--- config.mk ---
export PLATFORM = sky130hd
export DESIGN_NAME = fifo_async_wptr_ctrl
export DESIGN_NICKNAME = d
export VERILOG_FILES = /design/src/rtl/fifo_async_pkg.sv /design/src/rtl/fifo_async_wptr_ctrl_gray2bin.sv /design/src/rtl/fifo_async_wptr_ctrl.sv
export SDC_FILE = /design/constraint.sdc
export NUM_CORES = 1
export LEC_CHECK = 0
export ABC_CLOCK_PERIOD_IN_PS = 2300
export CELL_PAD_IN_SITES_DETAIL_PLACEMENT = 0
export CELL_PAD_IN_SITES_GLOBAL_PLACEMENT = 1
export CORE_AREA = 5 5 58 60
export DETAILED_ROUTE_END_ITERATION = 7
export DIE_AREA = 0 0 63 65
export PLACE_DENSITY_LB_ADDON = 0.1
export SYNTH_ARGS = -nofsm -noshare
export SYNTH_HDL_FRONTEND = slang
export SYNTH_SLANG_ARGS = --single-unit
--- constraint.sdc ---
create_clock -name clk_in -period 2.3 [get_ports clk_in]
set_input_delay 0.345 -clock clk_in [delete_from_list [all_inputs] [get_ports clk_in]]
set_output_delay 0.345 -clock clk_in [all_outputs]
set_load 0.02 [all_outputs]
--- src/rtl/fifo_async_pkg.sv ---
// Shared pointer helpers for the async FIFO write- and read-side controllers.
// Helpers operate on 32-bit carriers; callers truncate to their pointer width.
package fifo_async_pkg;

  function automatic int ptr_width(input int addr_width);
    return addr_width + 1;
  endfunction

  function automatic logic [31:0] ptr_mask(input int addr_width);
    return (32'd1 << (addr_width + 1)) - 32'd1;
  endfunction

  function automatic logic [31:0] bin2gray(input logic [31:0] bin);
    return bin ^ (bin >> 1);
  endfunction

  // Occupancy between two binary pointers, modulo twice the depth.
  function automatic logic [31:0] ptr_level(input logic [31:0] wptr,
                                            input logic [31:0] rptr,
                                            input int          addr_width);
    return (wptr - rptr) & ptr_mask(addr_width);
  endfunction

  // Full: MSBs differ, lower address bits equal.
  function automatic logic ptr_full(input logic [31:0] wptr,
                                    input logic [31:0] rptr,
                                    input int          addr_width);
    return ((wptr ^ rptr) & ptr_mask(addr_width)) == (32'd1 << addr_width);
  endfunction

endpackage

--- src/rtl/fifo_async_wptr_ctrl_gray2bin.sv ---
// Combinational Gray-to-binary converter, N bits wide.
module gray2bin #(
  parameter int N = 4
) (
  input  logic [N-1:0] gray_i,
  output logic [N-1:0] bin_o
);

  // Each binary bit is the XOR of all Gray bits at and above it.
  for (genvar i = 0; i < N; i++) begin : g_bit
    assign bin_o[i] = ^(gray_i >> i);
  end

endmodule

--- src/rtl/fifo_async_wptr_ctrl.sv ---
// Write-side pointer controller of the async FIFO: read-pointer synchroniser,
// write handshake, Gray pointer, full/almost-full/level flags and sticky overflow.
module fifo_async_wptr_ctrl
  import fifo_async_pkg::*;
#(
  parameter int ADDR_WIDTH   = 3,
  parameter int SYNC_STAGES  = 2,
  parameter int AFULL_THRESH = 6
) (
  input  logic                  clk_in,
  input  logic                  nrst_in,
  input  logic                  wr_valid_in,
  output logic                  wr_ready_out,
  input  logic [ADDR_WIDTH:0]   rptr_g_async_in,
  output logic                  wen_out,
  output logic [ADDR_WIDTH-1:0] waddr_out,
  output logic [ADDR_WIDTH:0]   wptr_g_out,
  output logic                  full_out,
  output logic                  almost_full_out,
  output logic [ADDR_WIDTH:0]   wlevel_out,
  output logic                  overflow_out,
  input  logic                  clr_ovf_in
);

  localparam int PTR_W = ptr_width(ADDR_WIDTH);

  // Handshake: a write transfers on any cycle where wr_valid_in and
  // wr_ready_out are both high; wen_out is exactly that transfer.
  logic [PTR_W-1:0] wptr_b_q, wptr_b_d;
  logic [PTR_W-1:0] wptr_g_q, wptr_g_d;
  logic [PTR_W-1:0] level_q, level_d;
  logic [PTR_W-1:0] sync_q [SYNC_STAGES];
  logic [PTR_W-1:0] rptr_b_sync;
  logic             full_q, full_d;
  logic             afull_q, afull_d;
  logic             ovf_q, ovf_d;
  logic             wen;

  gray2bin #(.N(PTR_W)) u_rptr_g2b (
    .gray_i (sync_q[SYNC_STAGES-1]),
    .bin_o  (rptr_b_sync)
  );

  always_comb begin
    wen      = wr_valid_in & ~full_q;
    wptr_b_d = wptr_b_q + PTR_W'(wen);
    wptr_g_d = PTR_W'(bin2gray(32'(wptr_b_d)));
    full_d   = ptr_full(32'(wptr_b_d), 32'(rptr_b_sync), ADDR_WIDTH);
    level_d  = PTR_W'(ptr_level(32'(wptr_b_d), 32'(rptr_b_sync), ADDR_WIDTH));
    afull_d  = 32'(level_d) >= 32'(AFULL_THRESH);
    ovf_d    = ovf_q;
    // A dropped write outranks a same-cycle clear.
    if (wr_valid_in && full_q) begin
      ovf_d = 1'b1;
    end else if (clr_ovf_in) begin
      ovf_d = 1'b0;
    end
  end

  always_ff @(posedge clk_in or negedge nrst_in) begin
    if (!nrst_in) begin
      wptr_b_q <= '0;
      wptr_g_q <= '0;
      level_q  <= '0;
      full_q   <= 1'b0;
      afull_q  <= 1'b0;
      ovf_q    <= 1'b0;
      for (int i = 0; i < SYNC_STAGES; i++) sync_q[i] <= '0;
    end else begin
      wptr_b_q <= wptr_b_d;
      wptr_g_q <= wptr_g_d;
      level_q  <= level_d;
      full_q   <= full_d;
      afull_q  <= afull_d;
      ovf_q    <= ovf_d;
      sync_q[0] <= rptr_g_async_in;
      for (int i = 1; i < SYNC_STAGES; i++) sync_q[i] <= sync_q[i-1];
    end
  end

  assign wen_out         = wen;
  assign wr_ready_out    = ~full_q;
  assign waddr_out       = wptr_b_q[ADDR_WIDTH-1:0];
  assign wptr_g_out      = wptr_g_q;
  assign full_out        = full_q;
  assign almost_full_out = afull_q;
  assign wlevel_out      = level_q;
  assign overflow_out    = ovf_q;

endmodule

==> results.tsv, run 1 <==
stage	metric	value	unit
timing	fmax	447.5	MHz
floorplanning	die_h	65	um
critical_path	cpMaxStageDelayCell	fa_1	
grt	grt_max_degree	23	
clock_network	clockRootBuffer	clkbuf_4	
power_and_ir_drop	total_power	0.002201	W
clock_network	holdBufCountCts	0	
placed_design	numPortBuffers	23	
critical_path	critPathMaxStageDelay	550	ps
critical_path	worstPathCellList	clkdlybuf4s50_1 > nor2b_4 > ha_4 > inv_1 > ha_1 > fa_1 > o32ai_1 > or3_1	
yosys	synth_nets	76	
timing	maxSlewHeadroom	0.8060	
finish	drive_gt1_frac	0.3069	
clock_network	numCtsBuffers	3	
yosys	synth_edf_count	0	
critical_path	crit_required	2490	ps
placed_design	dp_hpwl	1216	um
routing	drc_errors	0	
floorplanning	die-area	4095	sq um
yosys	ys_seq_area_frac	0.6377	
grt	antenna_found_initial	0	
critical_path	end_kind	register	
critical_path	worst-path-buf-inv	2	
grt	gr-total-overflow	0	
yosys	ys.warnings.count	0	
grt	grt_pass1_wl	2863	um
timing	slew_viol_final	0	
clock_network	cts.path.max_buffers	2	
run_status	status	complete, no violations	
critical_path	crit_type	input pin to register	
grt	grt_pass1_vias	659	
yosys	ys.flop_type	dfrtp_1	
yosys	ys_top_cells_by_area	dfrtp_1 (64%), ha_1 (7.2%), xnor2_1 (5.1%)	
clock_network	cts-htree-levels	1	
placed_design	postPlaceCellArea	1266	sq um
grt	grtUsageTotal	0.08830	
routing	wl_per_cell	11.47	um
floorplanning	pin_count	24	
routing	vias	581	
worst_hold_path	min-delay-path-class	register to register	
floorplanning	dieWidth	63	um
clock_network	cts_sinks	22	
yosys	yosys.cell_types.count	17	
timing	finalHoldViolations	0	
timing	fin_worst_skew	1.805	ps
floorplanning	num_rows	20	
yosys	netlist_area	863.3	sq um
routing	drt-vias-per-instance	4.336	
clock_network	clk_pin_slew	120	ps
yosys	yosys.area.top_type_share	0.6377	
clock_network	cts_tree	yes	
critical_path	cp_data_arrival_time	2430	ps
finish	n_antenna_cell	0	
yosys	synth_top_area_cell	dfrtp_1	
critical_path	cpLargestDelayFamily	adder cells	
flow_run	cap_violations	0	
yosys	ys_ff_latch	22	
power_and_ir_drop	power_density	1632	nW/um^2
placed_design	dp_cells	129	
yosys	avgSynthCellArea	13.92	sq um
timing	fin_crit_sh	0.9716	
routing	detail-route-antenna-nets	0	
clock_network	clock_latency	300	ps
routing	drtPass1Iterations	2	
yosys	synthCells	62	
floorplanning	start_util	0.3000	
timing	worst_pin_slew	289.6	ps
yosys	async_flop_share	1.000	
power_and_ir_drop	ir_worst_vdd	0.6719	mV
finish	final_area	1349	sq um
power_and_ir_drop	leakage	0.5991	nW
timing	finalSetupViolCount	0	
critical_path	critPathLaunchType	input pin	
finish	finalNonFillerCells	134	
placed_design	routabilityCongestion	0.7834	
finish	finalCoreUtilization	0.4687	
yosys	synth_common_cells	dfrtp_1 (22), inv_1 (8), ha_1 (5), xnor2_1 (5), xor2_1 (5)	
timing	hold_slack	360.9	ps
finish	fin_nets	116	
finish	area_delta_synth_final	56.23	%
routing	drtIter0Drc	2	
yosys	yosysMostFrequentCell	dfrtp_1	
floorplanning	coreArea	2878	sq um
finish	fillCellCount	253	
routing	routed_wl	1537	um
critical_path	worstPathMaxFanout	3	
timing	finalCriticalPeriod	2235	ps
==> layout make-up <==
cell class,instances,area (sq um),area share
Sequential cell,22,551.8,0.4091
Multi-Input combinational cell,32,369.1,0.2737
Timing Repair Buffer,35,320.3,0.2375
Tap cell,33,41.29,0.03061
Clock buffer,4,36.28,0.02690
Inverter,8,30.03,0.02226
==> worst register-to-register path, cell delays in order, from the launching register on <==
cell	delay (ps)
dfrtp_1	430
xnor2_2	220
xor2_2	190
xnor2_1	80
ha_1	210
fa_1	550
o32ai_1	90
or3_1	350
==> metal layers <==
layer / GRT usage / share of wire / vias up
met5: 0 / 0 / -
met4: 0.04775 / 0.023 / 0
met3: 0.02773 / 0.085 / 4
met2: 0.1526 / 0.51 / 20
met1: 0.09539 / 0.38 / 284
li1: - / - / 273
==> cell families after synthesis <==
| group | after synthesis | synth area share |
|---|---|---|
| compound gates | 4 | 0.02899 |
| flops | 22 | 0.6377 |
| xor+xnor | 12 | 0.1391 |
| simple gates | 10 | 0.06376 |
| fa+ha+maj | 6 | 0.09565 |
| buf+inv | 8 | 0.03478 |
==> registers in the layout, summed over array words and instances, names as in the netlist <==
name and cells:
almost_full_out 1, full_out 1, overflow_out 1, sync_q 8, wlevel_out 4, wptr_b_q 4, wptr_g_out 3
==> what timing repair did <==
item                       4_1_cts  5_1_grt
setup endpoints to repair        0        2
setup buffers                    0        1
resized for setup                0        7
==> cells in the final DEF (no fill, tap or decap), types with 2 or more instances in the layout <==
cell and count:
clkdlybuf4s50_1 23, dfrtp_1 21, clkbuf_4 3, xor2_2 2, xor2_1 3, inv_1 7
xnor2_1 4, ha_4 4, nand2_1 3, buf_4 12, xnor2_2 3
==> power by group <==
part	internal [W]	switching, W	total (W)
Sequential	0.000535	0.0000850	0.000620
Combinational	0.000739	0.000634	0.00137
Clock	0.0000965	0.000112	0.000208
==> worst paths after layout <==
check	cells past startpoint	start	slack (ps)	to
max	8	wr_valid_in	70	almost_full_out
min	0	sync_q[4]	360	sync_q[0]
max reg2reg	7	sync_q[3]	70	almost_full_out
min reg2reg	0	sync_q[4]	360	sync_q[0]
max in group asynchronous	2	nrst_in	1700	full_out
min in group asynchronous	2	nrst_in	370	wptr_g_out[0]
==> stage by stage <==
step                      setup TNS [ps]  setup WS (ps)
after detailed placement          -554.3         -336.6
after CTS                              0          4.185
after global placement            -448.1         -304.4
after global routing              -15.35         -15.35
final                                  0          65.35
after floorplan                        0          34.72
No activity file was read; power rests on OpenSTA's default activity.
==> inputs of run 2 (changes only) <==
TNS_END_PERCENT = 50   (was unset)
==> results of run 2 <==
The final DEF is identical to that of run 1; final timing and power are the same.
